## src/rtl/compute_req_pkg.sv

```systemverilog
// compute_req_pkg: FSM encoding and shared widths for the compute request initiator.
package compute_req_pkg;
    typedef enum logic [1:0] {
        IDLE       = 2'd0,
        REQ        = 2'd1,
        WAIT_VALID = 2'd2,
        HOLDOFF    = 2'd3
    } state_e;
    localparam int DEF_DATA_W = 32;
    localparam int CNT_W      = 16;
endpackage

```

## src/rtl/req_result_fifo.sv

```systemverilog
// req_result_fifo: synchronous result FIFO with async active-low reset; head reads zero while empty.
module req_result_fifo #(
    parameter int DATA_W     = 32,
    parameter int FIFO_DEPTH = 4
) (
    input  logic              clk_i,
    input  logic              rstn_i,
    input  logic              push_i,
    input  logic [DATA_W-1:0] wdata_i,
    input  logic              pop_i,
    output logic [DATA_W-1:0] rdata_o,
    output logic              empty_o,
    output logic              full_o
);
    localparam int AW = $clog2(FIFO_DEPTH);
    logic [DATA_W-1:0] mem_q [FIFO_DEPTH];
    logic [AW-1:0]     wr_ptr_q, rd_ptr_q;
    logic [AW:0]       cnt_q;
    logic              do_push, do_pop;
    assign empty_o = cnt_q == '0;
    assign full_o  = cnt_q == (AW+1)'(FIFO_DEPTH);
    assign do_push = push_i & ~full_o;
    assign do_pop  = pop_i & ~empty_o;
    assign rdata_o = empty_o ? '0 : mem_q[rd_ptr_q];
    always_ff @(posedge clk_i) begin
        if (do_push) mem_q[wr_ptr_q] <= wdata_i;
    end
    always_ff @(posedge clk_i or negedge rstn_i) begin
        if (!rstn_i) begin
            wr_ptr_q <= '0;
            rd_ptr_q <= '0;
            cnt_q    <= '0;
        end else begin
            wr_ptr_q <= wr_ptr_q + AW'(do_push);
            rd_ptr_q <= rd_ptr_q + AW'(do_pop);
            cnt_q    <= cnt_q + (AW+1)'(do_push) - (AW+1)'(do_pop);
        end
    end
endmodule

```

## src/rtl/compute_req_initiator.sv

```systemverilog
// compute_req_initiator: one compute_req per accepted operand, results queued in a FIFO, spacing and timeout.
// Optional COMPUTE_REQ_STATS_EN adds saturating request/timeout counters.
module compute_req_initiator
    import compute_req_pkg::*;
#(
    parameter int DATA_W     = DEF_DATA_W,
    parameter int PERIOD     = 50,
    parameter int TIMEOUT    = 255,
    parameter int FIFO_DEPTH = 4
) (
    input  logic              clk_i,
    input  logic              rstn_i,
    input  logic              enable_i,
    input  logic [DATA_W-1:0] operand_i,
    input  logic              operand_valid_i,
    output logic              operand_ready_o,
    output logic              compute_req_o,
    output logic [DATA_W-1:0] data_o,
    input  logic              valid_i,
    input  logic [DATA_W-1:0] data_i,
    output logic [DATA_W-1:0] result_o,
    output logic              result_valid_o,
    input  logic              result_ready_i,
    output logic              timeout_o,
    output logic              spurious_o,
`ifdef COMPUTE_REQ_STATS_EN
    output logic              busy_o,
    output logic [CNT_W-1:0]  req_count_o,
    output logic [CNT_W-1:0]  timeout_count_o
`else
    output logic              busy_o
`endif
);
    state_e            state_q;
    logic [CNT_W-1:0]  cnt_q;
    logic [DATA_W-1:0] data_q;
    logic              req_q, spurious_q, fifo_full, fifo_empty, in_wait, expire;
    assign in_wait = state_q == WAIT_VALID;
    // Decoded rather than registered so a valid_i on the last wait cycle suppresses the abort.
    assign expire          = in_wait & ~valid_i & (cnt_q == CNT_W'(TIMEOUT - 1));
    assign operand_ready_o = (state_q == IDLE) & enable_i & ~fifo_full;
    assign compute_req_o   = req_q;
    assign data_o          = data_q;
    assign timeout_o       = expire;
    assign spurious_o      = spurious_q;
    assign busy_o          = state_q != IDLE;
    assign result_valid_o  = ~fifo_empty;
    req_result_fifo #(
        .DATA_W    (DATA_W),
        .FIFO_DEPTH(FIFO_DEPTH)
    ) u_fifo (
        .clk_i  (clk_i),
        .rstn_i (rstn_i),
        .push_i (in_wait & valid_i),
        .wdata_i(data_i),
        .pop_i  (result_ready_i),
        .rdata_o(result_o),
        .empty_o(fifo_empty),
        .full_o (fifo_full)
    );
    always_ff @(posedge clk_i or negedge rstn_i) begin
        if (!rstn_i) begin
            state_q    <= IDLE;
            cnt_q      <= '0;
            data_q     <= '0;
            req_q      <= 1'b0;
            spurious_q <= 1'b0;
        end else begin
            req_q <= 1'b0;
            if (valid_i && !in_wait) spurious_q <= 1'b1;
            case (state_q)
                IDLE: begin
                    if (operand_valid_i && operand_ready_o) begin
                        data_q  <= operand_i;
                        req_q   <= 1'b1;
                        state_q <= REQ;
                    end
                end
                REQ: begin
                    cnt_q   <= '0;
                    state_q <= WAIT_VALID;
                end
                WAIT_VALID: begin
                    if (valid_i || expire) begin
                        cnt_q   <= '0;
                        state_q <= HOLDOFF;
                    end else cnt_q <= cnt_q + CNT_W'(1);
                end
                HOLDOFF: begin
                    if (cnt_q == CNT_W'(PERIOD - 1)) begin
                        cnt_q   <= '0;
                        state_q <= IDLE;
                    end else cnt_q <= cnt_q + CNT_W'(1);
                end
            endcase
        end
    end
`ifdef COMPUTE_REQ_STATS_EN
    logic [CNT_W-1:0] req_cnt_q, to_cnt_q;
    assign req_count_o     = req_cnt_q;
    assign timeout_count_o = to_cnt_q;
    always_ff @(posedge clk_i or negedge rstn_i) begin
        if (!rstn_i) begin
            req_cnt_q <= '0;
            to_cnt_q  <= '0;
        end else begin
            if (state_q == REQ && req_cnt_q != '1) req_cnt_q <= req_cnt_q + CNT_W'(1);
            if (expire && to_cnt_q != '1) to_cnt_q <= to_cnt_q + CNT_W'(1);
        end
    end
`endif
endmodule

```

## config.mk

```make
export PLATFORM = sky130hd
export DESIGN_NAME = compute_req_initiator
export DESIGN_NICKNAME = d
export VERILOG_FILES = /design/src/rtl/compute_req_pkg.sv /design/src/rtl/req_result_fifo.sv /design/src/rtl/compute_req_initiator.sv
export SDC_FILE = /design/constraint.sdc
export NUM_CORES = 1
export LEC_CHECK = 0
export ABC_AREA = 0
export CELL_PAD_IN_SITES_DETAIL_PLACEMENT = 1
export CELL_PAD_IN_SITES_GLOBAL_PLACEMENT = 2
export CORE_MARGIN = 4
export CORE_UTILIZATION = 35
export CTS_CLUSTER_DIAMETER = 150
export CTS_CLUSTER_SIZE = 40
export DETAILED_ROUTE_END_ITERATION = 6
export HOLD_SLACK_MARGIN = 0.05
export PLACE_DENSITY = 0.79
export SYNTH_ARGS = -nofsm -noshare
export SYNTH_HDL_FRONTEND = slang
export SYNTH_SLANG_ARGS = --single-unit
```

## constraint.sdc

```tcl
create_clock -name clk_i -period 4.9 [get_ports clk_i]
set_input_delay 0.735 -clock clk_i [delete_from_list [all_inputs] [get_ports clk_i]]
set_output_delay 0.735 -clock clk_i [all_outputs]
set_load 0.01 [all_outputs]
```

* Word-level counts from Yosys, hierarchy flattened
Memory sizes are Yosys's and may differ from the RTL's. Cells that the tools add are included.
Operators by class: add/subtract/negate cells 5, equality and inequality tests 9, muxes and demuxes 12, bitwise logic cells 10, reductions and logical operators 10
Operators by type and width (number):
- $pmux 16 s3 | 1
- $mux 16 | 2
- $mux 32 | 1
- $add 16x1->16 const B | 1
- $eq 16x6->1 const B | 1
- $eq 16x8->1 const B | 1
- $pmux 2 s4 | 1
- $and 1x1->1 | 7
- $mux 2 | 3
- $add 2x1->2 | 2
- $eq 2x2->1 const B | 2
- $mux 1 | 4
- $ne 2x1->1 const B | 2
- $add 3x1->3 | 1
- $eq 3x3->1 const B | 1
- $logic_not 3->1 | 1
- $not 1->1 | 3
- $reduce_and 3->1 | 1
- $reduce_bool 3->1 | 1
- $sub 3x1->3 | 1
- $eq 2x1->1 const B | 1
- $logic_and 1x1->1 | 2
- $logic_not 2->1 | 1
- $ne 2x2->1 const B | 1
- other kinds (4) | 4
Storage, ports and cells: register bits after elaboration 59, RAM bits 128, bits of input ports 70, output and inout bits 70, word-level logic and storage cells 55, memories 1
Memories:
- u_fifo.mem_q | words 4, width 32, read ports 1, clocked after Yosys merged registers in 0, write ports 1, line req_result_fifo.sv:16 | logic [DATA_W-1:0] mem_q [FIFO_DEPTH];

* Logic depth before layout (Yosys ltp)
Gate-level depths: netlist of the first run.
word-level depth 6, gate-level depth with buffers 8

* By module
Synthesis of the first run repeated with hierarchy kept, for this count alone.
Second synthesis, totals: cell total of the unflattened synthesis 434, area total of the unflattened synthesis 7641.1 µm²
By module, submodules not included:
- req_result_fifo | times used 1, cells each 233, area an instance 5228.8 µm²
- compute_req_initiator | times used 1, cells each 201, area an instance 2412.3 µm²

* Worst setup path after synthesis of the first run
OpenSTA, ideal clock, no wires.
kind input to register, from input valid_i, to memory u_fifo.mem_q[1][0], enable pin, arrival 3.249 ns, setup slack 1.183 ns, cell stages on the path 2, buffers on the path 0, cell sequence nand3_1 > nor3b_1
On the way: longest elaborated chain between the ends 4
RTL lines:
- start, declared | line compute_req_initiator.sv:19 | input logic valid_i,
- $and 1x1->1 | line compute_req_initiator.sv:54 | .push_i (in_wait & valid_i),
- $and 1x1->1 | line req_result_fifo.sv:22 | assign do_push = push_i & ~full_o;
- $mux 1 | line req_result_fifo.sv:26 | if (do_push) mem_q[wr_ptr_q] <= wdata_i;
- $mux 1 (not written as such) | line req_result_fifo.sv:26
- end, declared | line req_result_fifo.sv:16
Every way passes these cells.

* Worst setup path after layout of the first run
from register u_fifo.rd_ptr_q[0], to output result_o[6]
On the way: longest elaborated chain between the ends 2
RTL lines:
- start, declared | line req_result_fifo.sv:17 | logic [AW-1:0] wr_ptr_q, rd_ptr_q;
- start signal, assigned | line req_result_fifo.sv:35 | rd_ptr_q <= rd_ptr_q + AW'(do_pop);
- $mem_v2 4x32
- $mux 32 | line req_result_fifo.sv:24 | assign rdata_o = empty_o ? '0 : mem_q[rd_ptr_q];
- end, declared | line compute_req_initiator.sv:21 | output logic [DATA_W-1:0] result_o,
Every way passes these cells.

==> results of run 1 <==
## stage by stage
| stage | cell area (sq um) | setup WS [ns] | hold WS [ns] | cells | utilization (%) |
|---|---|---|---|---|---|
| floorplan | 7510 | 1.18 | 0.439 | 427 | - |
| global placement | 9260 | 1.71 | 0.450 | 832 | 43.9 |
| detailed placement | 9260 | 1.69 | 0.483 | 832 | 43.9 |
| CTS | 9860 | 1.22 | 0.494 | 864 | 46.8 |
| global route | 9860 | 1.10 | 0.523 | 864 | 46.8 |
| finish | 9860 | 1.33 | 0.471 | 864 | 46.8 |
## worst max-delay path by stage
stage / to / cells past startpoint / from
finish: result_o[6] / 4 / u_fifo.rd_ptr_q[0]
detailed placement: result_o[6] / 4 / u_fifo.rd_ptr_q[0]
floorplan: u_fifo.mem_q[1][0] / 2 / valid_i
CTS: result_o[6] / 4 / u_fifo.rd_ptr_q[0]
global route: result_o[6] / 4 / u_fifo.rd_ptr_q[0]
global placement: result_o[4] / 4 / u_fifo.rd_ptr_q[0]
## final cells by class
class / count / share of cell area [%]
sequential: 187 / 54.0
multi-input combinational: 206 / 21.1
timing repair buffer: 147 / 14.7
clock buffer: 18 / 4.35
tap: 275 / 3.49
clock inverter: 14 / 1.78
inverter: 17 / 0.647
## per-layer routing
layer	global-route usage (%)	vias up	routed length (um)
li1	-	1929	-
met1	17.4	2198	6720
met2	23.5	133	8080
met3	5.93	11	1350
met4	3.15	0	131
met5	0	-	0
## worst max-delay path, cell delays in order (launching register included)
cell and delay (ns):
dfrtp_2 0.83, buf_4 0.38, mux4_2 0.55, nor2b_1 0.16, clkdlybuf4s50_1 0.48
## registers in the layout, indices dropped and copies added, names as in the netlist
| register | cells |
|---|---|
| data_o | 32 |
| spurious_o | 1 |
| state_q | 2 |
| cnt_q | 16 |
| u_fifo.rd_ptr_q | 2 |
| compute_req_o | 1 |
| u_fifo.wr_ptr_q | 2 |
| u_fifo.mem_q | 128 |
| u_fifo.cnt_q | 3 |
## cells in the final DEF (no fill, tap or decap), types with 4 or more instances in the layout
master | netlist | final
clkdlybuf4s50_1 | 0 | 138
edfxtp_1 | 128 | 128
dfrtp_1 | 59 | 58
nor2b_1 | 36 | 36
mux4_2 | 32 | 32
mux2_2 | 32 | 32
inv_1 | 17 | 17
clkbuf_16 | 0 | 17
nor2_1 | 12 | 11
nand2_1 | 10 | 10
nand3_1 | 10 | 10
ha_1 | 10 | 10
a22o_1 | 8 | 8
buf_4 | 0 | 8
a21o_1 | 6 | 6
o21ai_0 | 6 | 6
a21oi_1 | 4 | 4
inv_8 | 0 | 4
## logic make-up after synthesis
kind of cell | after synthesis
compound gates | 36
fa+ha+maj | 11
buf+inv | 34
simple gates | 89
xor+xnor | 4
mux | 66
flops | 187
## where the power goes
part	internal (mW)	switching [mW]
Clock	0.735	0.643
Combinational	1.17	0.839
Sequential	1.99	0.227
==> results.cfg, run 1 <==
[status]
status = complete, no violations

[placement]
place_congestion = 0.772
portBuffers = 139
hpwl_mm = 11.3

[worst_setup_path]
worstPathRequired_ns = 4.16
r2r_cells = 7
r2r_start = u_fifo.cnt_q[2]
worstSetupPathType = flop to output port
r2r_end = u_fifo.cnt_q[2]
cp-end-kind = output port
arrival_ns = 2.84
reg2reg_setup_slack_ns = 2.31
crit_fanout = 22
startpoint_type = flop

[logic_synthesis]
synth_top_family_by_area = multiplexers
syn-cell-area_sq_um = 7510
synth_fp_nets = 508
synth_warnings = 0
synthFlopType = edfxtp_1
synth_top_cell_area_share_pct = 51.1
ys_seq_elements = 187
synth_fa_ha_area_share_pct = 1.93
synth_edf_count = 128
ys_types = 41
yosysSeqAreaShare_pct = 70.8
ys_top_cells_by_area = edfxtp_1, dfrtp_1, mux4_2, mux2_2, nor2b_1
muxShareOfSynthArea_pct = 14.7
synth-xor-area-share_pct = 0.466
synth_compound_area_share_pct = 3.51
synthCells = 427
synth_commonest_cells = edfxtp_1, dfrtp_1, nor2b_1, mux2_2, mux4_2
yosysMostFrequentCell = edfxtp_1
syn_avg_cell_area_sq_um = 17.6
synth-simple-area-share_pct = 6.83
post-synth-top-area-cell = edfxtp_1
async_flop_share_pct = 31.6

[timing]
slew_violations = 0
setup_tns_ns = 0
rsz0062_at_grt = no
timing.final.hold_violations = 0
worstMarginPinSlew_ns = 1.05
fin_crit_ns = 3.57
period_share_pct = 72.9
finalSetupViolations = 0
clock_skew_ns = 0.0101
maxSlewHeadroom_pct = 30.1
fmaxAchievable_mhz = 280

[clocking]
htree_levels = 4
cts_resized = 0
clock_latency_ns = 0.42
cts_buffers = 17
cts_tree = yes
cts-root-buf = clkbuf_16
clkTransAtPathRegs_ns = 0.07
cts_setup_buffers = 0
cts_sinks = 187
cts_buffer_depth = 2
postCtsHoldBufs = 0

[routing]
dr.pass1.iters = 4
ant_nets = 0
wl_per_cell_um = 18.8
vias_per_cell = 4.94
first_iter_violations = 187
route.detailed.drc = 0
vias = 4271
routed_wirelength_mm = 16.3

[die]
core_area_sq_um = 21100
start_util_pct = 35.6
dieArea_sq_um = 23900
fp-row-count = 53
die_h_um = 155
io_pins = 140
die_w_um = 155

[layout]
n_fill_cell = 2060
drive_above_1_share_pct = 19.5
area_delta_synth_final_pct = 31.3
multi_input_area_sq_um = 2080
register_area_sq_um = 5320
fin_nets = 657
antenna-diode-count = 0

[worst_hold_path]
holdCritPathClass = input port to asynchronous set/reset pin

[power]
peakVddDrop_uv = 313
power.total_mw = 5.60
p_per_area_nw_per_um2 = 568
cellLeakagePower_nw = 3.58

[grt]
grt_pass1_wl_mm = 26.5
grt_max_degree = 60
grt_pass1_vias = 4781
grt-ovfl-total = 0
track_usage_pct = 14.1
antenna_found_initial = 0

[flow_run]
max_cap_violations = 0
(Power assumes the default switching activity.)
==> run 2: changes to the inputs <==
--- a/config.mk
+++ b/config.mk
@@ -9,12 +9,12 @@
 export CELL_PAD_IN_SITES_DETAIL_PLACEMENT = 1
 export CELL_PAD_IN_SITES_GLOBAL_PLACEMENT = 2
 export CORE_MARGIN = 4
-export CORE_UTILIZATION = 35
+export CORE_UTILIZATION = 34
 export CTS_CLUSTER_DIAMETER = 150
 export CTS_CLUSTER_SIZE = 40
 export DETAILED_ROUTE_END_ITERATION = 6
 export HOLD_SLACK_MARGIN = 0.05
-export PLACE_DENSITY = 0.79
+export PLACE_DENSITY = 0.8
 export SYNTH_ARGS = -nofsm -noshare
 export SYNTH_HDL_FRONTEND = slang
 export SYNTH_SLANG_ARGS = --single-unit
==> constraint.sdc (replaced) <==
create_clock -name clk_i -period 3.04 [get_ports clk_i]
set_input_delay 0.456 -clock clk_i [delete_from_list [all_inputs] [get_ports clk_i]]
set_output_delay 0.456 -clock clk_i [all_outputs]
set_load 0.01 [all_outputs]
==> results.cfg, run 2 (synthesis gave the netlist of run 1 again) <==
[power]
peakVddDrop_uv = 518
switching_share_pct = 30.8
p_seq_share_pct = 38.5
switchingPower_mw = 2.83
internal_power_mw = 6.36
power_frac_comb_pct = 37.1
pwr-share-clk_pct = 24.5
cellLeakagePower_nw = 3.64
p_per_area_nw_per_um2 = 919

[worst_setup_path]
cp-end-kind = output port
crit_top_cell = or4_4
crit_chain = or4_4, or4_4, nor3_1, dlygate4sd2_1
startpoint_type = flop
worstSetupPathType = flop to output port
crit_path_max_incr_delay_ns = 0.57
crit_fanout = 7
crit_slowest_cell = or4_4
arrival_ns = 2.47
worstPathRequired_ns = 2.58

[timing]
slew_violations = 0
fmaxAchievable_mhz = 342
finalSetupViolations = 0
setup_tns_ns = 0
clock_skew_ns = 0.00970
rsz0062_at_grt = no
holdWs_ns = 0.113
maxSlewHeadroom_pct = 47.0
fin_crit_ns = 2.92
timing.final.hold_violations = 0
period_share_pct = 96.1
worstMarginPinSlew_ns = 0.795

[routing]
route.detailed.drc = 0
vias = 4260
vias_per_cell = 4.87
routed_wirelength_mm = 16.8
wl_per_cell_um = 19.3
dr.pass1.iters = 4
first_iter_violations = 174
ant_nets = 0

[clocking]
cts-root-buf = clkbuf_16
cts_buffer_depth = 2
clock_latency_ns = 0.42
htree_levels = 4
cts_buffers = 17
clkTransAtPathRegs_ns = 0.07
cts_tree = yes
cts_sinks = 187

[die]
io_pins = 140
fp-row-count = 54
dieArea_sq_um = 24500
die_w_um = 157
core_area_sq_um = 21800
die_h_um = 157
start_util_pct = 34.5

[status]
status = complete, no violations

[worst_hold_path]
holdCritPathClass = input port to asynchronous set/reset pin

[placement]
hpwl_mm = 11.6
dp.cells = 842
portBuffers = 139
place_congestion = 0.789

[layout]
layout_common_cells = clkdlybuf4s50_1, edfxtp_1, dfrtp_1
antenna-diode-count = 0
finalNonFillerCells = 874
regMostFlops = u_fifo.mem_q
area_delta_synth_final_pct = 33.0
n_fill_cell = 2124
largest_register_ffs = 128
drive_above_1_share_pct = 20.4
utilization_pct = 45.9
final_common_cell = clkdlybuf4s50_1
fin_nets = 662

[grt]
grt_max_degree = 36
antenna_found_initial = 1
grt_pass1_wl_mm = 26.9
grt_pass1_vias = 4837
track_usage_pct = 14.2
grt-ovfl-total = 0

[flow_run]
max_cap_violations = 0
run 2: worst max-delay path: cells and delay by family, from the launching register on:
family	cells	cell delay, ns
buffers and inverters	1	0.32
flip-flops	1	0.45
AND/OR/NAND/NOR	3	1.28
run 2: final timing paths:
check / startpoint / end / slack [ns] / cells past startpoint
max in group asynchronous: rstn_i / u_fifo.rd_ptr_q[0] / 2.11 / 2
min in group clk_i: spurious_o / spurious_o / 0.47 / 1
max: cnt_q[8] / timeout_o / 0.12 / 4
max reg2reg: cnt_q[8] / state_q[1] / 0.47 / 5
min reg2reg: spurious_o / spurious_o / 0.47 / 1
min: rstn_i / compute_req_o / 0.11 / 1
run 2: cell type report:
| class | count | area [sq um] | share of cell area, % |
|---|---|---|---|
| Clock buffer | 17 | 425 | 4.26 |
| Sequential cell | 187 | 5330 | 53.3 |
| Tap cell | 280 | 350 | 3.51 |
| Clock inverter | 15 | 186 | 1.87 |
| Timing Repair Buffer | 152 | 1550 | 15.5 |
| Inverter | 17 | 63.8 | 0.639 |
| Multi-Input combinational cell | 206 | 2100 | 21.0 |
run 2: per-layer routing:
layer | vias to the layer above | track usage, % | share of wire (%)
met3 | 10 | 5.70 | 7.5
li1 | 1943 | - | -
met4 | 2 | 2.85 | 0.62
met2 | 126 | 23.7 | 50
met5 | - | 0 | 0.12
met1 | 2179 | 17.8 | 42
run 2: timing repair:
action	4_1_cts	5_1_grt
setup endpoints to repair	1	17
buffers inserted	0	0
gates resized for setup	1	1
hold buffers	0	0
cloned	0	0
run 2: per-stage QoR:
stage	worst slack, ns	instance area (sq um)	power (mW)
global route	0.00647	9990	9.77
global placement	0.294	9380	6.97
finish	0.118	9990	9.19
floorplan	0.320	7520	5.29
detailed placement	0.299	9380	7.07
CTS	0.0523	9990	9.36
run 2: power by group through the flow:
stage	registers, mW	clock network, mW	logic (mW)
floorplan	3.54	0	1.75
global placement	3.55	0	3.42
detailed placement	3.59	0	3.48
CTS	3.55	2.31	3.50
global route	3.61	2.45	3.70
finish	3.53	2.25	3.41
